**config.mk**
```make
export PLATFORM = sky130hd
export DESIGN_NAME = axis_pkt_gen
export DESIGN_NICKNAME = d
export VERILOG_FILES = /design/src/rtl/axis_pkt_gen.sv
export SDC_FILE = /design/constraint.sdc
export NUM_CORES = 1
export LEC_CHECK = 0
export BUFFER_PORTS_ARGS = -buffer_cell sky130_fd_sc_hd__buf_2
export CAP_MARGIN = 20
export CORE_UTILIZATION = 50
export DETAILED_ROUTE_END_ITERATION = 8
export GPL_ROUTABILITY_DRIVEN = 0
export GPL_TIMING_DRIVEN = 0
export PLACE_DENSITY = 0.69
export SLEW_MARGIN = 20
export SYNTH_ARGS = -nofsm -noshare
export SYNTH_HDL_FRONTEND = slang
export SYNTH_SLANG_ARGS = --single-unit
```
**constraint.sdc**
```tcl
create_clock -name clk -period 6.45 [get_ports clk]
set_clock_uncertainty 0.15 [all_clocks]
set_input_delay 0.3225 -clock clk [delete_from_list [all_inputs] [get_ports clk]]
set_output_delay 0.3225 -clock clk [all_outputs]
set_load 0.05 [all_outputs]
```
**src/rtl/axis_pkt_gen.sv**
```systemverilog
// AXI-stream packet source: emits cfg_count frames of cfg_len bytes with a
// seeded incrementing byte pattern, tkeep on the tail beat and optional tuser marking.
module axis_pkt_gen #(
   parameter int DATA_WIDTH  = 32,
   parameter int KEEP_ENABLE = 1,
   parameter int KEEP_WIDTH  = DATA_WIDTH/8,
   parameter int LEN_WIDTH   = 16,
   parameter int CNT_WIDTH   = 16,
   parameter int GAP_WIDTH   = 8
) (
   input  logic                  clk,
   input  logic                  rst_n,
   input  logic                  cfg_start,
   input  logic                  cfg_abort,
   input  logic [LEN_WIDTH-1:0]  cfg_len,
   input  logic [CNT_WIDTH-1:0]  cfg_count,
   input  logic [GAP_WIDTH-1:0]  cfg_gap,
   input  logic [7:0]            cfg_seed,
   input  logic                  cfg_err_inj,
   output logic                  busy,
   output logic                  done,
   output logic [CNT_WIDTH-1:0]  pkt_sent,
   output logic [DATA_WIDTH-1:0] m_axis_tdata,
   output logic [KEEP_WIDTH-1:0] m_axis_tkeep,
   output logic                  m_axis_tvalid,
   input  logic                  m_axis_tready,
   output logic                  m_axis_tlast,
   output logic                  m_axis_tuser
);
   localparam int LW1 = LEN_WIDTH + 1;

   typedef enum logic [1:0] {S_IDLE, S_SEND, S_GAP, S_FIN} state_t;
   state_t state_q, state_d;

   logic [LEN_WIDTH-1:0]  len_q, off_q;
   logic [CNT_WIDTH-1:0]  cnt_q, sent_q;
   logic [GAP_WIDTH-1:0]  gap_q, gcnt_q;
   logic [7:0]            seed_q;
   logic                  err_q, abort_q;
   logic [DATA_WIDTH-1:0] tdata_q;
   logic [KEEP_WIDTH-1:0] tkeep_q;
   logic                  tvalid_q, tlast_q, tuser_q;

   logic                  hs, last_pkt, load;
   logic [LEN_WIDTH-1:0]  g_len, g_off;
   logic [CNT_WIDTH-1:0]  g_pkt, g_cnt;
   logic [7:0]            g_seed;
   logic                  g_err, g_last, g_user;
   logic [DATA_WIDTH-1:0] g_data;
   logic [KEEP_WIDTH-1:0] g_keep;

   assign hs       = tvalid_q & m_axis_tready;
   // an abort seen on the final handshake simply ends the run like any final packet
   assign last_pkt = (sent_q + CNT_WIDTH'(1) == cnt_q) | abort_q | cfg_abort;

   // Coordinates of the beat to present next: from cfg on start, else from latched config.
   always_comb begin
      g_len  = len_q;
      g_seed = seed_q;
      g_cnt  = cnt_q;
      g_err  = err_q;
      g_pkt  = sent_q;
      g_off  = '0;
      if (state_q == S_IDLE) begin
         g_len  = cfg_len;
         g_seed = cfg_seed;
         g_cnt  = cfg_count;
         g_err  = cfg_err_inj;
         g_pkt  = '0;
      end else if (hs && tlast_q) begin
         g_pkt  = sent_q + CNT_WIDTH'(1);
      end else if (hs) begin
         g_off  = off_q + LEN_WIDTH'(KEEP_WIDTH);
      end
   end

   always_comb begin
      g_last = ({1'b0, g_off} + LW1'(KEEP_WIDTH)) >= {1'b0, g_len};
      g_data = '0;
      g_keep = '0;
      for (int i = 0; i < KEEP_WIDTH; i++) begin
         g_keep[i] = (KEEP_ENABLE == 0) || (({1'b0, g_off} + LW1'(i)) < {1'b0, g_len});
         g_data[i*8 +: 8] = g_keep[i] ? (g_seed + 8'(g_pkt) + 8'(g_off) + 8'(i)) : 8'h00;
      end
      g_user = g_err & g_last & (g_pkt == g_cnt - CNT_WIDTH'(1));
   end

   always_ff @(posedge clk or negedge rst_n) begin
      if (!rst_n) state_q <= S_IDLE;
      else        state_q <= state_d;
   end

   always_comb begin
      state_d = state_q;
      case (state_q)
         S_IDLE: if (cfg_start)
                    state_d = (cfg_len == '0 || cfg_count == '0) ? S_FIN : S_SEND;
         S_SEND: if (hs && tlast_q) begin
                    if (last_pkt)          state_d = S_FIN;
                    else if (gap_q != '0)  state_d = S_GAP;
                 end
         S_GAP:  if (cfg_abort)                        state_d = S_FIN;
                 else if (gcnt_q == GAP_WIDTH'(1))     state_d = S_SEND;
         default: state_d = S_IDLE;
      endcase
   end

   always_comb begin
      busy = (state_q == S_SEND) || (state_q == S_GAP);
      done = (state_q == S_FIN);
      load = (state_d == S_SEND) && ((state_q != S_SEND) || hs);
   end

   always_ff @(posedge clk or negedge rst_n) begin
      if (!rst_n) begin
         len_q <= '0; off_q <= '0; cnt_q <= '0; sent_q <= '0;
         gap_q <= '0; gcnt_q <= '0; seed_q <= '0; err_q <= 1'b0; abort_q <= 1'b0;
         tdata_q <= '0; tkeep_q <= '0; tvalid_q <= 1'b0; tlast_q <= 1'b0; tuser_q <= 1'b0;
      end else begin
         if (state_q == S_IDLE && cfg_start) begin
            len_q <= cfg_len; cnt_q <= cfg_count; gap_q <= cfg_gap;
            seed_q <= cfg_seed; err_q <= cfg_err_inj;
            sent_q <= '0; abort_q <= 1'b0;
         end
         if (state_q == S_SEND && cfg_abort) abort_q <= 1'b1;
         if (state_q == S_SEND && hs && tlast_q) sent_q <= sent_q + CNT_WIDTH'(1);
         if (state_q == S_SEND && state_d == S_GAP) gcnt_q <= gap_q;
         else if (state_q == S_GAP)                gcnt_q <= gcnt_q - GAP_WIDTH'(1);
         if (load) begin
            off_q <= g_off; tdata_q <= g_data; tkeep_q <= g_keep;
            tlast_q <= g_last; tuser_q <= g_user; tvalid_q <= 1'b1;
         end else if (hs) begin
            tdata_q <= '0; tkeep_q <= '0; tlast_q <= 1'b0; tuser_q <= 1'b0; tvalid_q <= 1'b0;
         end
      end
   end

   assign pkt_sent      = sent_q;
   assign m_axis_tdata  = tdata_q;
   assign m_axis_tkeep  = tkeep_q;
   assign m_axis_tvalid = tvalid_q;
   assign m_axis_tlast  = tlast_q;
   assign m_axis_tuser  = tuser_q;
endmodule
```
# Word-level counts from Yosys, hierarchy flattened
# Index checks and enable logic that the tools add are counted.
[totals]
regBits = 131
latchBits = 0
ram_bits = 0
romBits = 0
inputBits = 54
out_inout_bits = 57
elab_cells = 100
memories = 0
[classes]
n_addsub = 13
mul = 0
n_div = 0
order_cmp = 5
n_eq_ne = 9
n_shift = 0
muxes = 35
n_bitwise = 5
reduce_logical = 18
[ops]
columns = ["op", "n"]
rows = [
  ["two-way mux 16 bit", 9],
  ["two-way mux 32 bit", 2],
  ["two-way mux 8 bit", 7],
  ["less-than comparator 17 x 16 -> 1 bit", 3],
  ["adder 16 x 2 -> 17 bit, second input constant", 2],
  ["== test 16 bit", 2],
  ["logical NOT 16 bit", 2],
  ["adder 16 x 1 -> 17 bit, second input constant", 1],
  ["adder 16 x 3 -> 17 bit, second input constant", 1],
  ["greater-or-equal comparator 17 x 16 -> 1 bit", 1],
  ["adder 16 x 1 -> 16 bit, second input constant", 1],
  ["adder 16 x 3 -> 16 bit, second input constant", 1],
  ["adder 8 x 2 -> 8 bit, second input constant", 2],
  ["adder 8 bit", 2],
  ["less-than comparator 16 bit", 1],
  ["subtractor 16 x 1 -> 16 bit, second input constant", 1],
  ["two-way mux 2 bit", 7],
  ["adder 8 x 1 -> 8 bit, second input constant", 1],
  ["== test 8 x 1 -> 1 bit, second input constant", 1],
  ["two-way mux 4 bit", 2],
  ["nonzero test 2 bit", 4],
  ["nonzero test 8 bit", 1],
  ["subtractor 8 x 1 -> 8 bit, second input constant", 1],
  ["logical AND 1 bit", 7],
  ["9 further kinds", 23],
]

# Logic depth before layout (Yosys ltp)
# Gate-level depths: netlist (run 1).
[depth]
ltp_word = 10
depth_mapped = 23
mapped_depth_nobuf = 19

# Worst setup path before layout (run 1)
# No wires, ideal clock.
[synth_timing]
path_kind = "register to register"
start = "register state_q[0]"
end = "register tdata_q[22], in the netlist m_axis_tdata[22]"
setup_time_ps = 121
t_arrival_ps = 5064
required_time_ps = 6179
slack_ps = 1115
path_stages_with_launch = 19
path_buffers = 6
synth_period_minus_slack_ps = 5335
path_cell_list = "dfrtp_1 inv_1 ha_1 clkbuf_1 buf_1 clkbuf_1 clkbuf_1 clkbuf_1 clkbuf_1 mux2i_1 fa_1 inv_1 fa_1 xor2_1 and2_1 and3_1 nand2_1 xnor2_1 a22o_1"
[synth_via]
elab_chain_cells = 7
word_cells_on_any_way = 26
cone_classes = "add/sub: 4; order compare: 1; eq/ne: 4; mux: 13; reduce/logical: 4"
[synth_rtl]
columns = ["element", "line", "source"]
rows = [
  ["start, declared", "33", "state_t state_q, state_d;"],
  ["start signal, assigned", "90", "else state_q <= state_d;"],
  ["logical NOT 2 bit / two-way mux 2 bit (equally long branches)", "64, 95, 100", ""],
  ["two-way mux 8 bit, or another cell as far along", "64", "if (state_q == S_IDLE) begin"],
  ["adder 8 bit / two-way mux 2 bit (equally long branches)", "83, 98", ""],
  ["adder 8 bit / case mux 2 bit (3 select lines) (equally long branches)", "83, 95", ""],
  ["adder 8 x 2 -> 8 bit / == test 2 x 1 -> 1 bit (equally long branches)", "83, 111", ""],
  ["two-way mux 8 bit / logical AND 1 bit (equally long branches)", "83, 111", ""],
  ["two-way mux 32 bit / nonzero test 2 bit (equally long branches)", "--", ""],
  ["end signal, assigned", "130", "off_q <= g_off; tdata_q <= g_data; tkeep_q <= g_keep;"],
  ["end, declared", "40", "logic [DATA_WIDTH-1:0] tdata_q;"],
]
# Parallel ways exist; a longest one is shown, timed or not.
# A chain may end at the register's enable or synchronous reset.

# Worst setup path in the final report (run 1)
[layout_timing]
start = "register state_q[0]"
end = "register tdata_q[16], in the netlist m_axis_tdata[16]"
# The elaborated chain is that of the path after synthesis.

==> results of run 1 <==
-- area by class of cell --
class	instances	area share [%]
multi-input cells	933	57.66
clock inverters	13	1.179
repair buffers	124	5.734
inverters	32	0.9590
flip-flops and latches	131	26.17
clock buffers	19	3.616
plain buffers	53	1.928
well taps	275	2.747
-- logic make-up after synthesis --
kind of cell	synth area share [%]
multiplexers	9.636
AND/OR/NAND/NOR	17.05
adder cells (fa/ha/maj)	13.13
buffers and inverters	3.324
AO/OA/AOI/OAI	14.99
XOR/XNOR	11.63
flip-flops	30.24
-- synth_stat cells (11+ instances only) --
cell,number,area [um^2]
clkbuf_1,31,116.4
o21ai_0,56,280.3
a22o_1,18,157.7
nor4_1,17,106.4
o211ai_1,12,90.09
nand2_1,79,296.5
o21a_1,16,120.1
dfrtp_1,131,3278
nand3_1,37,185.2
nor2b_1,18,112.6
a21oi_1,46,230.2
xor2_1,57,499.2
o2bb2ai_1,16,140.1
and3_1,11,68.82
mux2_2,67,754.5
mux2i_1,29,290.3
inv_1,30,112.6
nand4_1,27,168.9
nor3_1,24,120.1
xnor2_1,87,762.0
nor2_1,79,296.5
o31ai_1,12,90.09
ha_1,101,1264
-- through the flow --
step / TNS [ns] / setup slack [ns] / power (W) / hold WS (ns)
2_1_floorplan: 0 / 1.115 / 0.003188 / -0.1231
3_3_place_gp: -16.72 / -0.5612 / 0.003808 / 0.3103
3_5_place_dp: -19.21 / -0.6473 / 0.003864 / 0.1164
4_1_cts: 0 / 0.08839 / 0.004882 / 0.003236
6_report: 0 / 0.3733 / 0.004884 / 0.01501
5_1_grt: 0 / 0.03181 / 0.005185 / 0.004470
-- flip-flops by register name, summed over array words and instances, names as in the netlist --
register and flops:
gcnt_q 8, state_q 2, seed_q 8, m_axis_tkeep 4
m_axis_tuser 1, off_q 16, gap_q 8, m_axis_tlast 1
m_axis_tdata 32, len_q 16, cnt_q 16, m_axis_tvalid 1
abort_q 1, pkt_sent 16, err_q 1
-- power by group through the flow --
stage          sequential [W]  clock (W)  combinational [W]
3_5_place_dp          0.00135          0            0.00252
6_report              0.00134   0.000992            0.00255
2_1_floorplan         0.00160          0            0.00159
4_1_cts               0.00134    0.00100            0.00254
5_1_grt               0.00137    0.00104            0.00277
3_3_place_gp          0.00134          0            0.00247
-- worst paths after layout --
check / from / end / slack, ns / cells after the start
max: state_q[0]$_DFF_PN0_ / m_axis_tdata[16]$_DFFE_PN0P_ / 0.37 / 14
min: cfg_count[14] / cnt_q[14]$_DFFE_PN0P_ / 0.02 / 2
max reg2reg: state_q[0]$_DFF_PN0_ / m_axis_tdata[16]$_DFFE_PN0P_ / 0.37 / 14
min reg2reg: m_axis_tdata[8]$_DFFE_PN0P_ / m_axis_tdata[8]$_DFFE_PN0P_ / 0.34 / 1
max in group asynchronous: rst_n / pkt_sent[4]$_DFFE_PN0P_ / 5.15 / 3
min in group asynchronous: rst_n / len_q[14]$_DFFE_PN0P_ / 0.25 / 2
-- layer usage --
metal | vias up | part of all wire [%] | wire [um] | GRT usage, %
li1 | 4490 | - | - | -
met1 | 4498 | 46 | 13780 | 39.40
met2 | 363 | 44 | 13320 | 42.93
met3 | 52 | 7.8 | 2358 | 6.483
met4 | 0 | 2.3 | 692 | 9.133
met5 | - | 0 | 0 | 0
-- what timing repair did --
item / in CTS / in global routing
pin swaps: 0 / 0
resized for setup: 5 / 4
hold buffers: 12 / 1
endpoints found under the setup margin: 38 / 37
endpoints found under the hold margin: 63 / 1
-- placed cells by master, fill, tap and decap left out, types with 5 or more instances in the layout --
master           n
clkbuf_1        27
o2bb2ai_1       16
buf_2          119
fa_1             8
xor2_1          57
o21a_1          16
o31ai_1         12
mux2i_1         28
a21o_1           8
a21oi_1         46
dlygate4sd3_1   13
xnor2_1         87
o21ai_0         56
clkbuf_16       17
nor3_1          23
nand3_1         37
ha_1           100
or4_1            6
a22o_1          18
nor4_1          17
nand2_1         79
nor2_1          78
o211ai_1        12
nor3_2           5
and3_1          11
dfrtp_1        131
buf_1            9
mux2_2          67
a211oi_1         5
and4_1           5
nand4_1         27
and2_1          10
nor2b_1         18
inv_1           30
or3_1            8
==> reports/results.tsv, run 1 <==
stage	metric	value	unit
run_status	outcome	finished clean	
global_route	vias in the first global route	8986	
flow_run	max cap viols	0	
critical_path	Critical Path Start Type	register	
drt	vias post-DR	9403	
synthesis	Synth Flop Type	dfrtp_1	
critical_path	maximum fanout along the worst path	10	
layout	fillers	1816	
clock_network	setup repair bufs after CTS	0	
synthesis	sequential-to-total area share from yosys stat	30.24	%
pwr	LEAKAGE	5.681	nW
global_route	gr usage total	28.21	%
global_route	first-pass GRT wire length	48.43	mm
pwr	Clk pwr share	20.3	%
clock_network	CTS Sinks	131	
clock_network	TritonCTS clock tree	yes	
clock_network	clock latency on the worst-skew pair	0.43	ns
clock_network	Max Root-Sink Buffers	2	
layout	ratio of cells with drive above 1 in the final layout	19.77	%
synthesis	#FFs+latches synth	131	
drt	drt drc	0	
timing	Pins Over Slew Limit	0	
layout	Multi-input gate area	0.007222	mm^2
die	width of the die	149.3	um
synthesis	synthesized area per cell	9.428	um^2
critical_path	CP Data Required Time	6.66	ns
layout	Post-Layout Cell Count	1580	
layout	P&R area growth vs syn	15.52	%
die	die height	149.3	um
die	Starting Density	51.25	%
pwr	PwrDens	390.0	mW/mm^2
synthesis	Synth Warn #	0	
layout	n_diodes	0	
pwr	cell-internal power	0.002682	W
drt	first drt pass iteration count	5	
global_route	initial antenna violation count	0	
timing	Slew @ Worst Pin	0.8911	ns
synthesis	Post-synth EDFFs	0	
critical_path	Crit path arrival time	6.29	ns
drt	WL/cell	19.08	um
drt	DR iter-0 viols	631	
pwr	sw frac	45.09	%
drt	Avg Vias per Cell	5.951	
global_route	total grt overflow	0	
timing	final hold vios	0	
critical_path	crit-path max cell delay	0.71	ns
layout	register area	0.003278	mm^2
layout	Layout Nets	1455	
drt	final WL	30.14	mm
pwr	Peak VDD IR	0.0002524	V
worst_hold_path	worst min-delay path class	in -> reg	
timing	relative slew slack	40.05	%
timing	Final period util	94.21	%
global_route	largest net degree at the start of global routing	80	
clock_network	CTS root buffer	clkbuf_16	
drt	Detail Route Antenna Nets	0	
clock_network	Clock Pin Slew Worst Setup and Hold Paths	0.06	ns
die	core area	0.02115	mm^2
placement	Final HPWL DP	23.40	mm
die	Die Area	0.02228	mm^2
synthesis	Mapped Cells	1150	
pwr	Comb pwr share	52.2	%
die	I/O pin cnt	111	
timing	Setup Viol. Count Final	0	
critical_path	Worst Setup End Kind	register	
critical_path	crit-path leading delay family	buffers and inverters	
timing	unrepaired setup endpoints after global routing	false	
synthesis	ys async rst share	100.0	%
critical_path	slowest stage cell, crit path	mux2i_1	
die	Row Count	53	
critical_path	CP Cell Sequence	inv_1 -> ha_2 -> buf_2 -> clkbuf_1 -> clkbuf_1 -> clkbuf_2 -> clkbuf_2 -> mux2i_1 -> ha_1 -> a21o_1 -> a2111oi_0 -> a21oi_1 -> nor3_2 -> a22o_1	
layout	Final Core Density	59.21	%
critical_path	Setup CP Type	reg -> reg	
clock_network	CTS H-tree lvls	4	
synthesis	post-synth cell types	73	
synthesis	Cell Area, Synth	0.01084	mm^2
synthesis	post-synth net total	1313	
layout	Non-Filler Cell Area, Final	0.01252	mm^2
clock_network	Num CTS Buffers	17	
placement	placed inst area	0.01177	mm^2
placement	count of buffers from port buffering	110	
timing	Max Fclk	0.1646	GHz
timing	clock period minus worst slack	6.077	ns
critical_path	crit path buf inv count	6	
pwr	sequential share of power	27.5	%
pwr	switching power total	0.002202	W
placement	dpl cells	1536	
Power figures use the tool's default switching activity.
==> inputs of run 2 (changes only) <==
--- a/config.mk
+++ b/config.mk
@@ -5,8 +5,10 @@
 export SDC_FILE = /design/constraint.sdc
 export NUM_CORES = 1
 export LEC_CHECK = 0
+export ABC_AREA = 1
 export BUFFER_PORTS_ARGS = -buffer_cell sky130_fd_sc_hd__buf_2
 export CAP_MARGIN = 20
+export CORE_MARGIN = 4
 export CORE_UTILIZATION = 50
 export DETAILED_ROUTE_END_ITERATION = 8
 export GPL_ROUTABILITY_DRIVEN = 0
==> reports/results.tsv, run 2 <==
stage	metric	value	unit
run_status	outcome	finished clean	
timing	Final period util	92.16	%
global_route	total grt overflow	0	
critical_path	R2R setup slack	0.51	ns
synthesis	simple-gate share of the synthesized area	30.72	%
clock_network	clock latency on the worst-skew pair	0.43	ns
layout	P&R area growth vs syn	14.24	%
timing	Setup TNS Final	0	ns
placement	Final HPWL DP	25.54	mm
timing	Setup Viol. Count Final	0	
die	width of the die	157.8	um
synthesis	ys async rst share	100.0	%
critical_path	crit-path max cell delay	0.55	ns
layout	Final Core Density	58.34	%
timing	Max Fclk	0.1682	GHz
placement	count of buffers from port buffering	110	
critical_path	crit path buf inv count	8	
clock_network	Max Root-Sink Buffers	2	
global_route	gr usage total	25.93	%
critical_path	Worst Setup End Kind	register	
synthesis	Synth Warn #	0	
synthesis	Mapped Cells	1582	
drt	vias post-DR	11040	
global_route	largest net degree at the start of global routing	69	
worst_hold_path	worst min-delay path class	in -> reg	
synthesis	most area-consuming cells after synthesis	dfrtp_1 29%, nand2_1 14%, ha_1 11%	
global_route	vias in the first global route	10020	
critical_path	worst r2r src	state_q[0]$_DFF_PN0_	
critical_path	slowest stage cell, crit path	fa_1	
synthesis	sequential-to-total area share from yosys stat	29.23	%
clock_network	TritonCTS clock tree	yes	
synthesis	Post-synth EDFFs	0	
clock_network	post-CTS sizing	0	
synthesis	compound-gate portion of the synthesized area	10.80	%
layout	Multi-input gate area	0.006992	mm^2
clock_network	Num CTS Buffers	17	
critical_path	crit-path leading delay family	buffers and inverters	
die	die height	157.8	um
synthesis	Post-Synth XOR/XNOR Area	8.133	%
pwr	PwrDens	433.7	mW/mm^2
clock_network	CTS H-tree lvls	4	
synthesis	multiplexer share of the synthesized area	0	%
pwr	LEAKAGE	6.710	nW
critical_path	Crit path arrival time	6.11	ns
clock_network	CTS root buffer	clkbuf_16	
die	Die Area	0.02489	mm^2
layout	number of flip-flops in the largest register	32	
synthesis	Post-synth top cells	426 x nand2_1, 178 x inv_1, 131 x dfrtp_1, 131 x o21ai_0, 130 x nand3_1	
timing	final hold slack	0.02078	ns
layout	commonest non-fill, non-tap cell in the layout	nand2_1	
synthesis	largest area contributor in the netlist	dfrtp_1	
die	Row Count	54	
clock_network	setup repair bufs after CTS	0	
worst_hold_path	Hold Path Cell Cnt	3	
global_route	first-pass GRT wire length	51.54	mm
synthesis	combinational family with the most area after synthesis	simple AND/OR/NAND/NOR gates	
critical_path	worst r2r dst	m_axis_tdata[15]$_DFFE_PN0P_	
synthesis	Cell Area, Synth	0.01121	mm^2
timing	minimum setup slack in the final design	0.5054	ns
layout	ratio of cells with drive above 1 in the final layout	11.89	%
global_route	initial antenna violation count	0	
die	Starting Density	51.07	%
synthesis	#FFs+latches synth	131	
flow_run	max cap viols	0	
critical_path	CP Cell Sequence	inv_1 -> ha_1 -> buf_2 -> buf_4 -> clkbuf_1 -> clkbuf_1 -> clkbuf_1 -> o21ai_0 -> fa_1 -> inv_1 -> fa_1 -> a21oi_1 -> o21ai_0 -> a21o_1 -> a21oi_1 -> xnor2_1 -> or2_2 -> nand2_1 -> o21ai_0 -> nand2_1 -> inv_1 -> nand3_1 -> nand2_1	
drt	drt drc	0	
timing	relative slew slack	22.15	%
timing	Pins Over Slew Limit	0	
worst_hold_path	Hold Startpoint	cfg_count[3]	
synthesis	post-synth cell types	51	
clock_network	CTS Sinks	131	
drt	WL/cell	16.17	um
critical_path	maximum fanout along the worst path	10	
timing	unrepaired setup endpoints after global routing	false	
timing	final hold vios	0	
critical_path	Setup CP Type	reg -> reg	
die	I/O pin cnt	111	
drt	DR iter-0 viols	991	
drt	final WL	32.55	mm
timing	clock period minus worst slack	5.945	ns
synthesis	Synth Flop Type	dfrtp_1	
pwr	Peak VDD IR	0.0002723	V
synthesis	post-synth top area share	29.23	%
timing	Slew @ Worst Pin	1.153	ns
layout	fillers	2091	
placement	DP Worst Slack	0.6451	ns
critical_path	worst r2r path cells	23	
worst_hold_path	Hold Crit Endpoint	cnt_q[3]$_DFFE_PN0P_	
critical_path	CP Data Required Time	6.61	ns
synthesis	synthesized area per cell	7.089	um^2
synthesis	post-synth net total	1745	
synthesis	Post-Synth Adder-Cell Area	12.70	%
clock_network	Clock Pin Slew Worst Setup and Hold Paths	0.06	ns
drt	first drt pass iteration count	5	
drt	Detail Route Antenna Nets	0	
critical_path	Critical Path Start Type	register	
layout	most frequent cells in the layout	426 x nand2_1, 178 x inv_1, 131 x dfrtp_1, 130 x nand3_1, 125 x o21ai_0	
layout	n_diodes	0	
die	core area	0.02196	mm^2
drt	Avg Vias per Cell	5.484	
synthesis	top-count cell post-synth	nand2_1	
layout	register area	0.003278	mm^2
layout	Layout Nets	1885	
## run 2: cell types whose count changed after synthesis, moves of 17 or more
| cell | before | now |
|---|---|---|
| a22o_1 | 18 | 1 |
| nand2_1 | 79 | 426 |
| nand3_1 | 37 | 130 |
| xor2_1 | 57 | 75 |
| inv_1 | 30 | 178 |
| mux2_2 | 67 | 0 |
| mux2i_1 | 29 | 0 |
| xnor2_1 | 87 | 24 |
| nor2_1 | 79 | 111 |
| o21ai_0 | 56 | 131 |
| nor2b_1 | 18 | 0 |
## run 2: area by class of cell
cell class,count,share of cell area [%]
buffer,45,1.729
clock buffer,19,3.536
clock inverter,11,0.8399
inverter,192,5.645
multi-input combinational,1214,54.58
sequential,131,25.59
tap,280,2.735
timing repair buffer,121,5.352
## run 2: cell families (layout without fill, tap and decap cells)
kind of cell | count (synthesis) | count (layout)
adders and majority gates | 109 | 109
AOI/OAI and AO/OA | 225 | 225
buffers and inverters | 237 | 388
DFF | 131 | 131
xor gates and xnor gates | 101 | 101
and+or+nand+nor | 779 | 779
## run 2: worst max-delay path by stage
stage	cells past startpoint	slack (ns)	start	endpoint
floorplan	23	1.91	state_q[0]$_DFF_PN0_	m_axis_tdata[15]$_DFFE_PN0P_
global placement	23	0.70	state_q[0]$_DFF_PN0_	m_axis_tdata[15]$_DFFE_PN0P_
detailed placement	23	0.65	state_q[0]$_DFF_PN0_	m_axis_tdata[15]$_DFFE_PN0P_
CTS	23	0.60	state_q[0]$_DFF_PN0_	m_axis_tdata[15]$_DFFE_PN0P_
global route	25	0.13	state_q[0]$_DFF_PN0_	m_axis_tdata[15]$_DFFE_PN0P_
finish	23	0.51	state_q[0]$_DFF_PN0_	m_axis_tdata[15]$_DFFE_PN0P_
## run 2: power breakdown
part           switching [W]  internal [W]  leakage (nW)
clock               0.000380      0.000548         0.271
combinational        0.00228       0.00106          4.74
sequential          0.000190       0.00111          1.70
total                0.00285       0.00271          6.71
## run 2: repair_timing
action                                  4_1_cts  5_1_grt
hold buffers                                  9        0
endpoints found under the hold margin        71        0
endpoints found under the setup margin        0        0
## run 2: layer usage
| layer | up-vias | part of all wire (%) | track usage (%) |
|---|---|---|---|
| li1 | 5461 | - | - |
| met4 | 0 | 1.5 | 6.760 |
| met3 | 38 | 7.2 | 3.280 |
| met1 | 5131 | 46 | 38.03 |
| met2 | 410 | 45 | 40.66 |
| met5 | - | 0 | 0 |
## run 2: tightest hold or removal path: cells and delay by family
kind | cells | cell delay (ns)
buffers and inverters | 1 | 0.12
AO/OA/AOI/OAI | 1 | 0.06
AND/OR/NAND/NOR | 1 | 0.06
## run 2: through the flow
step                      power (W)  instances  area [um^2]
final                      0.005557       2013        12810
after detailed placement   0.004588       1974        12160
after global placement     0.004496       1972        12120
after global routing       0.006001       2013        12810
after floorplan            0.003697       1582        11210
after CTS                  0.005538       2013        12810
